`src/rtl/seq_pattern_detector.sv`:
```
// Serial pattern detector: flags each occurrence of a loadable W-bit pattern in a
// valid-qualified bit stream, with overlap control, a registered flag and a saturating count.
module seq_pattern_detector #(
    parameter int             W             = 4,
    parameter int             CNT_W         = 8,
    parameter logic [W-1:0]   RESET_PATTERN = {W{1'b0}}
) (
    input  logic             clk,
    input  logic             reset,
    input  logic             pattern_load,
    input  logic [W-1:0]     pattern_in,
    input  logic             overlap,
    input  logic             in_valid,
    input  logic             x,
    output logic             y,
    output logic             y_reg,
    output logic [CNT_W-1:0] match_count,
    output logic             armed
);

    localparam int                FILL_W    = $clog2(W);
    localparam logic [FILL_W-1:0] FILL_LAST = FILL_W'(W - 1);
    localparam logic [CNT_W-1:0]  CNT_MAX   = {CNT_W{1'b1}};

    typedef enum logic [1:0] {
        ST_IDLE    = 2'd0,
        ST_FILLING = 2'd1,
        ST_ARMED   = 2'd2
    } state_t;

    state_t              r_state;
    logic [W-1:0]        r_pat;
    logic [W-2:0]        r_hist;
    logic [FILL_W-1:0]   r_fill;
    logic                r_y_reg;
    logic [CNT_W-1:0]    r_count;

    logic [W-1:0]        w_window;
    logic [FILL_W-1:0]   w_fill_next;
    logic                w_match;

    // The window is the stored history with the incoming bit appended as newest.
    assign w_window    = {r_hist, x};
    assign w_fill_next = r_fill + FILL_W'(1);
    assign w_match     = in_valid & (r_state == ST_ARMED) & (w_window == r_pat)
                       & ~pattern_load & ~reset;

    assign y           = w_match;
    assign y_reg       = r_y_reg;
    assign match_count = r_count;
    assign armed       = (r_state == ST_ARMED);

    // Detector FSM, history shifter, registered flag and saturating match counter.
    always_ff @(posedge clk) begin
        if (reset) begin
            r_pat   <= RESET_PATTERN;
            r_state <= ST_IDLE;
            r_fill  <= {FILL_W{1'b0}};
            r_hist  <= {(W-1){1'b0}};
            r_y_reg <= 1'b0;
            r_count <= {CNT_W{1'b0}};
        end else if (pattern_load) begin
            r_pat   <= pattern_in;
            r_state <= ST_IDLE;
            r_fill  <= {FILL_W{1'b0}};
            r_y_reg <= 1'b0;
            r_count <= {CNT_W{1'b0}};
        end else begin
            r_y_reg <= w_match;
            if (in_valid) begin
                r_hist <= w_window[W-2:0];
                if (w_match) begin
                    if (r_count != CNT_MAX) begin
                        r_count <= r_count + CNT_W'(1);
                    end
                    // Non-overlap restarts from an empty window so no bit is reused.
                    if (!overlap) begin
                        r_state <= ST_IDLE;
                        r_fill  <= {FILL_W{1'b0}};
                    end
                end else begin
                    case (r_state)
                        ST_IDLE: begin
                            r_fill  <= w_fill_next;
                            r_state <= (w_fill_next == FILL_LAST) ? ST_ARMED : ST_FILLING;
                        end
                        ST_FILLING: begin
                            r_fill  <= w_fill_next;
                            r_state <= (w_fill_next == FILL_LAST) ? ST_ARMED : ST_FILLING;
                        end
                        ST_ARMED: begin
                            r_state <= ST_ARMED;
                        end
                        default: begin
                            r_state <= ST_IDLE;
                            r_fill  <= {FILL_W{1'b0}};
                        end
                    endcase
                end
            end
        end
    end

endmodule

```
`config.mk`:
```
export PLATFORM = sky130hd
export DESIGN_NAME = seq_pattern_detector
export DESIGN_NICKNAME = d
export VERILOG_FILES = /design/src/rtl/seq_pattern_detector.sv
export SDC_FILE = /design/constraint.sdc
export NUM_CORES = 1
export LEC_CHECK = 0
export ABC_AREA = 0
export CAP_MARGIN = 25
export CORE_UTILIZATION = 49
export DETAILED_ROUTE_END_ITERATION = 10
export PLACE_DENSITY = 0.77
export SLEW_MARGIN = 20
export SYNTH_ARGS = -nofsm -noshare
export SYNTH_HDL_FRONTEND = slang
export SYNTH_SLANG_ARGS = --single-unit
```
`constraint.sdc`:
```
create_clock -name clk -period 2 [get_ports clk]
set_clock_uncertainty 0.2 [all_clocks]
set_input_delay 0.4 -clock clk [delete_from_list [all_inputs] [get_ports clk]]
set_output_delay 0.4 -clock clk [all_outputs]
set_load 0.05 [all_outputs]
```
==> flow_summary.ini <==
[run_status]
status = finished with violations
violations = negative setup slack

[setup_path]
worstPathMaxFanout = 2
arrival_ns = 1.44
startpoint_type = input port
reg2reg_from = r_pat[0]$_SDFFE_PP0P_
worstSetupPathType = input port to primary output
regToRegSetupSlack_ns = 0.10
r2r_cells = 7
reg2reg_to = match_count[3]$_SDFFE_PP0P_
crit_required_ns = 1.40
endpoint_kind = primary output
startpoint = pattern_load

[die]
num_io_pins = 21
die_y_um = 47.3
initial_core_util_pct = 51.7
coreArea_mm2 = 0.00194
die_width_um = 47.3
dieArea_mm2 = 0.00223
rows = 16

[logic_synthesis]
synth-seq-area-share_pct = 39.9
yosys.area.top_type = dfxtp_1
synth_cells = 110
synth_area_leaders = dfxtp_1, mux2i_1, nor2_1
synth_warnings = 0
synthesis.area_mm2 = 0.00100
synth.net_count = 122
syn_avg_cell_area_um2 = 9.12
yosys.cell_types.count = 28
ys_ff_latch = 20
synth_top_area_share_pct = 39.9

[power]
ir_worst_vdd_mv = 0.513
p_leak_nw = 0.572
power_w = 0.000769
powerDensity_mw_per_mm2 = 539

[timing]
final_hold_viol_count = 0
fin_crit_sh_pct = 102
fmax_mhz = 491
relSlewSlack_pct = 74.7
fin_crit_ns = 2.04
slew_violations = 0
timing.hold.ws_ns = 0.279
setup_ws_ns = -0.0382
rsz0062_at_grt = yes
worstMarginPinSlew_ns = 0.378
setup_viol = 1

[clock_tree]
cts_made_buffers = 3
clk_latency_ns = 0.31
cts_tree = done
clkSinkCount = 20
clk_pin_slew_worst_paths_ns = 0.11
cts-root-buf = clkbuf_4
cts_buffer_depth = 2
htreeDepth = 1

[global_routing]
gr-total-overflow = 0
grt_first_pass_wirelength_um = 3660
antenna_found_initial = 0
grt_use_total_pct = 24.8
grt_max_degree = 15
grt_pass1_vias = 816

[route]
routedWlPerCell_um = 13.6
routed_wl_um = 2380
via_per_inst = 5.39
ant_nets = 0
drt_iter0_markers = 21
drc = 0
num_vias = 944
drtPass1Iterations = 4

[cells_and_area]
layout_commonest_cell = buf_4
nets = 161
final_cell_mix = buf_4, mux2i_1, dfxtp_1
n_fill_cell = 132
syn_to_final_growth_pct = 42.0
largest_register_ffs = 8
drive_gt1_share_pct = 35.8
finish.utilization_pct = 73.4
antenna_cells = 0

[placed_design]
dp_hpwl_um = 1680
gp_congestion = 0.871
port_buffers = 20

[run]
cap_violations = 0

[min_path]
hold_end = r_fill[1]$_SDFFE_PP0P_
holdPathStages = 2
hold_start = r_fill[1]$_SDFFE_PP0P_
hp-class = flip-flop to flip-flop
synth_stat cells:
library cell,count
or3_1,5
nor4_1,3
ha_1,2
nor2_1,11
or2_1,1
nor2b_1,1
nand4_1,2
dfxtp_1,20
or2_2,1
nor4b_4,1
inv_1,4
o211ai_2,1
mux2i_1,12
nor3_1,1
and3_1,2
a21oi_1,8
clkbuf_1,3
or4_1,3
xnor2_2,1
xnor2_1,3
nand2_1,9
o211a_1,1
o31ai_1,4
o21ai_0,2
nand3_1,5
o32a_1,1
and4_1,1
buf_6,2
kinds of logic (layout without fill, tap and decap cells):
kind of cell | count (synthesis) | in the layout | share of synthesized area (%)
adders and majority gates | 2 | 2 | 2.49
and+or+nand+nor | 46 | 46 | 25.3
buffers and inverters | 9 | 47 | 4.86
DFF | 20 | 20 | 39.9
AOI/OAI and AO/OA | 17 | 17 | 11.2
muxes | 12 | 12 | 12.0
xor gates and xnor gates | 4 | 4 | 4.24
critical path, cell delays in order:
cell,delay (ns)
dlygate4sd2_1,0.26
nor4b_4,0.28
buf_4,0.16
and3_4,0.20
buf_12,0.13
report_power, final:
group / internal [W] / switching (W)
sequential: 0.000406 / 0.00000909
clock: 0.000111 / 0.000133
combinational: 0.0000604 / 0.0000490
total: 0.000578 / 0.000191
metrics by stage:
stage,instance area (um2),TNS [ns],instances,worst slack [ns]
2_1_floorplan,1010,0,110,0.00878
3_3_place_gp,1290,-2.39,164,-0.307
3_5_place_dp,1290,-2.77,164,-0.355
4_1_cts,1370,-0.0180,173,-0.0180
5_1_grt,1430,-0.0998,175,-0.0844
6_report,1430,-0.0382,175,-0.0382
layer usage:
layer	up-vias	part of all wire, %	GRT usage [%]
li1	477	-	-
met1	426	41	28.3
met4	0	1.7	11.4
met5	-	0	0
met3	6	4.9	5.00
met2	35	52	43.8
how the worst max path moves through the flow:
stage | slack [ns] | to
6_report | -0.04 | y
5_1_grt | -0.08 | y
2_1_floorplan | 0.009 | match_count[7]$_SDFFE_PP0P_
3_5_place_dp | -0.36 | match_count[3]$_SDFFE_PP0P_
3_3_place_gp | -0.31 | match_count[3]$_SDFFE_PP0P_
4_1_cts | -0.02 | y
final cells by class:
type	instances	area, um2	area share (%)
clock buffers	4	36.3	2.55
repair buffers	39	335	23.5
flip-flops and latches	20	415	29.1
well taps	27	33.8	2.37
inverters	4	15.0	1.05
multi-input cells	81	589	41.4
timing repair:
action / 4_1_cts / 5_1_grt
setup endpoints to repair: 4 / 4
hold buffers: 0 / 0
buffers inserted: 5 / 2
pin swaps: 4 / 6
gates resized for setup: 9 / 12
hold endpoints to repair: 0 / 0
cloned: 0 / 0
(Power assumes the default switching activity.)
